===== config.mk =====
export PLATFORM = sky130hd
export DESIGN_NAME = display_encode_sequencer
export DESIGN_NICKNAME = d
export VERILOG_FILES = /design/src/rtl/display_encode_sequencer.sv
export SDC_FILE = /design/constraint.sdc
export NUM_CORES = 1
export LEC_CHECK = 0
export ABC_AREA = 1
export CAP_MARGIN = 40
export CELL_PAD_IN_SITES_DETAIL_PLACEMENT = 0
export CELL_PAD_IN_SITES_GLOBAL_PLACEMENT = 2
export CORE_MARGIN = 10
export CORE_UTILIZATION = 28
export CTS_BUF_LIST = sky130_fd_sc_hd__clkbuf_8
export CTS_CLUSTER_SIZE = 8
export DETAILED_ROUTE_END_ITERATION = 7
export GPL_TIMING_DRIVEN = 0
export HOLD_SLACK_MARGIN = 0.03
export PLACE_DENSITY_LB_ADDON = 0.1
export SLEW_MARGIN = 10
export SYNTH_ARGS = -nofsm -noshare
export SYNTH_HDL_FRONTEND = slang
export SYNTH_SLANG_ARGS = --single-unit

===== constraint.sdc =====
create_clock -name clk -period 4.1 [get_ports clk]
set_input_delay 0.615 -clock clk [delete_from_list [all_inputs] [get_ports clk]]
set_output_delay 0.615 -clock clk [all_outputs]
set_load 0.02 [all_outputs]

===== src/rtl/display_encode_sequencer.sv =====
// display_encode_sequencer
//   Frame-level controller for the gamma/colour encoder. For each row it
//   streams pixels from the framebuffer into the encoder and writes the
//   encoded cycle-width values into one bank of a double-buffered line
//   buffer. Completed lines go to the PWM/shift-out stage through a 2-deep
//   valid/ack queue.
//
// Ports
//   clk, reset_n      system clock, asynchronous active-low reset
//   start             1-cycle pulse, begins a frame when idle
//   busy              high from accepted start until the last row is written
//   frame_done        1-cycle pulse on the last row's final line-buffer write
//   fb_rd, fb_addr    framebuffer read request, address = {row, col}
//   fb_data           framebuffer read data, valid the cycle after fb_rd
//   enc_pixel         registered pixel presented to the encoder
//   enc_cpixel        encoder result, valid one cycle after enc_pixel
//   lb_we, lb_bank,
//   lb_addr, lb_data  line-buffer write port
//   line_valid,
//   line_bank,
//   line_row          head of the completed-line queue
//   line_ack          consumer releases the head line
module display_encode_sequencer #(
    parameter int SEGMENTS   = 1,
    parameter int BITWIDTH   = 8,
    parameter int CYCLEWIDTH = 8,
    parameter int COL_BITS   = 6,
    parameter int ROW_BITS   = 5
) (
    input  logic                               clk,
    input  logic                               reset_n,
    input  logic                               start,
    output logic                               busy,
    output logic                               frame_done,
    output logic                               fb_rd,
    output logic [ROW_BITS+COL_BITS-1:0]       fb_addr,
    input  logic [BITWIDTH*3*SEGMENTS-1:0]     fb_data,
    output logic [BITWIDTH*3*SEGMENTS-1:0]     enc_pixel,
    input  logic [CYCLEWIDTH*3*SEGMENTS-1:0]   enc_cpixel,
    output logic                               lb_we,
    output logic                               lb_bank,
    output logic [COL_BITS-1:0]                lb_addr,
    output logic [CYCLEWIDTH*3*SEGMENTS-1:0]   lb_data,
    output logic                               line_valid,
    output logic                               line_bank,
    output logic [ROW_BITS-1:0]                line_row,
    input  logic                               line_ack
);

    localparam logic [COL_BITS-1:0] COL_LAST = '1;
    localparam logic [ROW_BITS-1:0] ROW_LAST = '1;

    typedef enum logic [1:0] {
        IDLE      = 2'd0,
        FILL      = 2'd1,
        DRAIN     = 2'd2,
        WAIT_BANK = 2'd3
    } state_t;

    state_t                state, state_nxt;
    logic [COL_BITS-1:0]   col;
    logic [ROW_BITS-1:0]   row;
    logic [1:0]            drain_cnt;
    logic                  wr_bank;
    logic                  push;
    logic                  pop;

    // Completed-line queue
    logic                  q_bank [2];
    logic [ROW_BITS-1:0]   q_row  [2];
    logic                  q_rd;
    logic                  q_wr;
    logic [1:0]            q_cnt;
    logic [1:0]            q_cnt_nxt;

    // Read-return tracking: issue -> fb_data -> enc_pixel -> enc_cpixel
    logic                  vld_p0, vld_p1, vld_p2;
    logic [COL_BITS-1:0]   col_p0, col_p1, col_p2;
    logic                  bank_p0, bank_p1, bank_p2;

    // Queue occupancy after this cycle's push/pop; the stall decisions look
    // at it so that an ack frees the bank for the very next cycle.
    always_comb begin
        q_cnt_nxt = q_cnt;
        case ({push, pop})
            2'b10:   q_cnt_nxt = q_cnt + 2'd1;
            2'b01:   q_cnt_nxt = q_cnt - 2'd1;
            default: q_cnt_nxt = q_cnt;
        endcase
    end

    assign pop = line_ack && (q_cnt != 2'd0);

    // FSM state register
    always_ff @(posedge clk or negedge reset_n) begin
        if (!reset_n) begin
            state <= IDLE;
        end else begin
            state <= state_nxt;
        end
    end

    // FSM next state
    always_comb begin
        state_nxt = state;
        case (state)
            IDLE: begin
                // A frame may start with both banks still queued.
                if (start) begin
                    state_nxt = (q_cnt_nxt < 2'd2) ? FILL : WAIT_BANK;
                end
            end
            FILL: begin
                if (col == COL_LAST) begin
                    state_nxt = DRAIN;
                end
            end
            DRAIN: begin
                if (drain_cnt == 2'd2) begin
                    if (row == ROW_LAST) begin
                        state_nxt = IDLE;
                    end else begin
                        state_nxt = (q_cnt_nxt < 2'd2) ? FILL : WAIT_BANK;
                    end
                end
            end
            WAIT_BANK: begin
                if (q_cnt_nxt < 2'd2) begin
                    state_nxt = FILL;
                end
            end
            default: state_nxt = IDLE;
        endcase
    end

    // FSM outputs
    always_comb begin
        busy       = (state != IDLE);
        fb_rd      = (state == FILL);
        push       = (state == DRAIN) && (drain_cnt == 2'd2);
        frame_done = (state == DRAIN) && (drain_cnt == 2'd2) && (row == ROW_LAST);
    end

    assign fb_addr = fb_rd ? {row, col} : '0;

    // Row/column/bank counters
    always_ff @(posedge clk or negedge reset_n) begin
        if (!reset_n) begin
            col       <= '0;
            row       <= '0;
            drain_cnt <= 2'd0;
            wr_bank   <= 1'b0;
        end else begin
            case (state)
                IDLE: begin
                    if (start) begin
                        col <= '0;
                        row <= '0;
                    end
                    drain_cnt <= 2'd0;
                end
                FILL: begin
                    col       <= col + 1'b1;
                    drain_cnt <= 2'd0;
                end
                DRAIN: begin
                    if (drain_cnt == 2'd2) begin
                        // Row wraps to 0 after the last row, ready for the next frame.
                        drain_cnt <= 2'd0;
                        row       <= row + 1'b1;
                        col       <= '0;
                        wr_bank   <= ~wr_bank;
                    end else begin
                        drain_cnt <= drain_cnt + 2'd1;
                    end
                end
                default: drain_cnt <= 2'd0;
            endcase
        end
    end

    // Completed-line FIFO
    always_ff @(posedge clk or negedge reset_n) begin
        if (!reset_n) begin
            q_bank[0] <= 1'b0;
            q_bank[1] <= 1'b0;
            q_row[0]  <= '0;
            q_row[1]  <= '0;
            q_rd      <= 1'b0;
            q_wr      <= 1'b0;
            q_cnt     <= 2'd0;
        end else begin
            if (push) begin
                q_bank[q_wr] <= wr_bank;
                q_row[q_wr]  <= row;
                q_wr         <= ~q_wr;
            end
            if (pop) begin
                q_rd <= ~q_rd;
            end
            q_cnt <= q_cnt_nxt;
        end
    end

    assign line_valid = (q_cnt != 2'd0);
    assign line_bank  = line_valid ? q_bank[q_rd] : 1'b0;
    assign line_row   = line_valid ? q_row[q_rd]  : '0;

    // Stage p0: read issued last cycle, fb_data valid now
    // Stage p1: pixel held in enc_pixel
    // Stage p2: encoder result on enc_cpixel, written to the line buffer
    always_ff @(posedge clk or negedge reset_n) begin
        if (!reset_n) begin
            vld_p0 <= 1'b0;
            vld_p1 <= 1'b0;
            vld_p2 <= 1'b0;
        end else begin
            vld_p0 <= fb_rd;
            vld_p1 <= vld_p0;
            vld_p2 <= vld_p1;
        end
    end

    always_ff @(posedge clk) begin
        col_p0  <= col;
        bank_p0 <= wr_bank;
        col_p1  <= col_p0;
        bank_p1 <= bank_p0;
        col_p2  <= col_p1;
        bank_p2 <= bank_p1;
    end

    // enc_pixel is a visible output, so it is cleared on reset; it holds
    // between reads.
    always_ff @(posedge clk or negedge reset_n) begin
        if (!reset_n) begin
            enc_pixel <= '0;
        end else if (vld_p0) begin
            enc_pixel <= fb_data;
        end
    end

    assign lb_we   = vld_p2;
    assign lb_addr = vld_p2 ? col_p2  : '0;
    assign lb_bank = vld_p2 ? bank_p2 : 1'b0;
    assign lb_data = enc_cpixel;

endmodule

==> flow_metrics.env <==
export IMPL_clock_sinks=80
export IMPL_cts_tree="yes"
export IMPL_drc=0
export IMPL_grt_pass1_wl_mm=13.4
export IMPL_synth_top_cell_by_area="dfrtp_1"
export IMPL_clkPwrFrac=0.214
export IMPL_viasPerCell=4.14
export IMPL_coreArea_um2=11400
export IMPL_initial_core_util=0.285
export IMPL_cts_resized=0
export IMPL_yosys_top_cells_count="60 x nand2_1, 59 x dfrtp_1, 36 x inv_1"
export IMPL_final_core_util=0.414
export IMPL_row_count=39
export IMPL_p_per_area_nw_per_um2=644
export IMPL_fin_crit_ps=2950
export IMPL_gp_congestion=0.735
export IMPL_r2r_slack_ps=2110
export IMPL_p_sw_mw=1.10
export IMPL_tightest_slew_ps=599
export IMPL_power_internal_mw=1.94
export IMPL_cap_violations=0
export IMPL_p_comb_frac=0.413
export IMPL_reg2reg_from="q_cnt[0]"
export IMPL_cp_required_ps=3480
export IMPL_synth_nets=375
export IMPL_setup_violations=0
export IMPL_insertion_delay_ps=340
export IMPL_synth_area_um2=3250
export IMPL_detail_route_iter0_violations=109
export IMPL_yosys_area_share_adder=0.0154
export IMPL_postCtsSetupRepairBufs=0
export IMPL_ant_nets=0
export IMPL_p_seq_frac=0.372
export IMPL_startpoint="state[1]"
export IMPL_worstSetupPathType="reg2out"
export IMPL_netlist_area_leader_share=0.454
export IMPL_rsz0062_at_grt="no"
export IMPL_synthFlopType="dfrtp_1"
export IMPL_hold_viol=0
export IMPL_ys_types=28
export IMPL_numCtsBuffers=9
export IMPL_power_mw=3.04
export IMPL_worstSetupStartpointType="register"
export IMPL_fillers=1138
export IMPL_relSlewSlack=0.599
export IMPL_die_h_um=128
export IMPL_p_leak_nw=2.15
export IMPL_yosysWarnings=0
export IMPL_synth_compound_area_frac=0.0565
export IMPL_vias=2414
export IMPL_dpl_cell_area_um2=4500
export IMPL_synth_seq_cells=80
export IMPL_area_growth_pct=45.1
export IMPL_hold_class="in2async"
export IMPL_htreeDepth=3
export IMPL_synth_area_top_cells="dfrtp_1 45%, dfxtp_1 13%, mux2_2 8.3%"
export IMPL_status="complete, no violations"
export IMPL_seq_area_frac_synth=0.583
export IMPL_die_x_um=128
export IMPL_path_clk_slew_ps=90
export IMPL_finalWirelength_mm=8.34
export IMPL_io_pins=129
export IMPL_cp_max_fo=10
export IMPL_hold_slack_ps=246
export IMPL_fin_worst_skew_ps=9.39
export IMPL_grt_max_degree=60
export IMPL_synthCells=319
export IMPL_dp_hpwl_mm=6.39
export IMPL_synth_top_family_by_area="simple AND/OR/NAND/NOR gates"
export IMPL_grt_usage=0.102
export IMPL_timing_final_crit_share=0.721
export IMPL_synthMuxAreaShare=0.0830
export IMPL_setup_tns_ps=0
export IMPL_end_kind="output pin"
export IMPL_yosys_cell_count_top_type="nand2_1"
export IMPL_avgRoutedWirePerCell_um=14.3
export IMPL_r2r_cells=9
export IMPL_cp_arrival_ps=2340
export IMPL_dr_pass1_iters=4
export IMPL_antenna_cells=0
export IMPL_synth_xor_area_share=0.00807
export IMPL_async_flop_share=0.738
export IMPL_nets=491
export IMPL_postLayoutCellArea_um2=4720
export IMPL_ir_worst_vdd_mv=0.252
export IMPL_grt_antenna_before_repair=0
export IMPL_cts_buffer_depth=2
export IMPL_grt_pass1_vias=2434
export IMPL_die_area_um2=16300
export IMPL_synth_edf_count=0
export IMPL_cts_hold_buffers=0
export IMPL_timing_rr_end="state[1]"
export IMPL_syn_area_per_cell_um2=10.2
export IMPL_sw_frac_of_total=0.362
export IMPL_port_buffers=104
export IMPL_drive_gt1_frac=0.198
export IMPL_grt_overflow=0
export IMPL_synth_simple_area_share=0.144
export IMPL_final_max_slew_violation_count=0
export IMPL_fmax_mhz=338
export IMPL_cts_root_buf="clkbuf_8"
placed cells by master (no fill, tap or decap), drive strengths merged:
master         count
clkdlybuf4s50    103
nand2             65
dfrtp             59
inv               41
buf               31
mux2              24
nor2              22
o21ai             22
dfxtp             21
nand3             12
clkbuf            11
a21oi              9
nor3               4
ha                 4
nand4              3
xor2               2
bufinv             2
or2                2
clkinv             1
a31oi              1
xnor2              1
power by group through the flow:
stage | Combinational [mW] | Sequential (mW) | Clock [mW]
finish | 1.26 | 1.13 | 0.652
detailed placement | 1.29 | 1.15 | 0
floorplan | 0.570 | 1.26 | 0
global placement | 1.28 | 1.15 | 0
CTS | 1.29 | 1.14 | 0.684
global route | 1.38 | 1.17 | 0.715
metrics by stage:
stage	instances	setup WS [ps]
after floorplan	319	2060
after global placement	566	259
after detailed placement	567	1490
after CTS	583	1090
after global routing	583	978
final	583	1150
critical path, stage by stage (launching register included):
cell	delay, ps
dfrtp_1	430
nor2_2	410
inv_1	180
buf_2	240
nor2_1	120
clkdlybuf4s50_1	620
layer usage:
| layer | routed length (µm) | track usage | vias to the layer above |
|---|---|---|---|
| li1 | - | - | 1223 |
| met1 | 3980 | 0.137 | 1091 |
| met2 | 3490 | 0.144 | 95 |
| met3 | 797 | 0.0385 | 5 |
| met4 | 72 | 0.0377 | 0 |
| met5 | 0 | 0 | - |
state kept, by name, indices dropped and copies added (netlist names), 5 cells and up:
| register | flops |
|---|---|
| col | 6 |
| col_p0 | 6 |
| enc_pixel | 24 |
| row | 5 |
| col_p1 | 6 |
| col_p2 | 6 |
| q_row | 10 |
area by class of cell:
type	instances	area, µm²	share of cell area
Sequential cell	80	1900	0.402
Timing Repair Buffer	105	1070	0.226
Multi-Input combinational cell	171	998	0.211
Buffer	31	219	0.0464
Tap cell	143	179	0.0379
Inverter	37	140	0.0297
Clock buffer	9	124	0.0262
Clock inverter	7	98.8	0.0209
worst max-delay path by stage:
stage                       endpoint  cells after the start
after floorplan           fb_addr[0]                      4
after global placement        row[1]                      1
after detailed placement  fb_addr[4]                      5
after CTS                 fb_addr[5]                      5
after global routing      fb_addr[5]                      5
final                     fb_addr[5]                      5
cell families (layout without fill, tap and decap cells):
family	count (synthesis)	after routing
xor+xnor	3	3
simple gates	108	108
compound gates	32	32
mux	24	24
flops	80	80
fa+ha+maj	4	4
buf+inv	68	189
No activity file was read; power rests on OpenSTA's default activity.
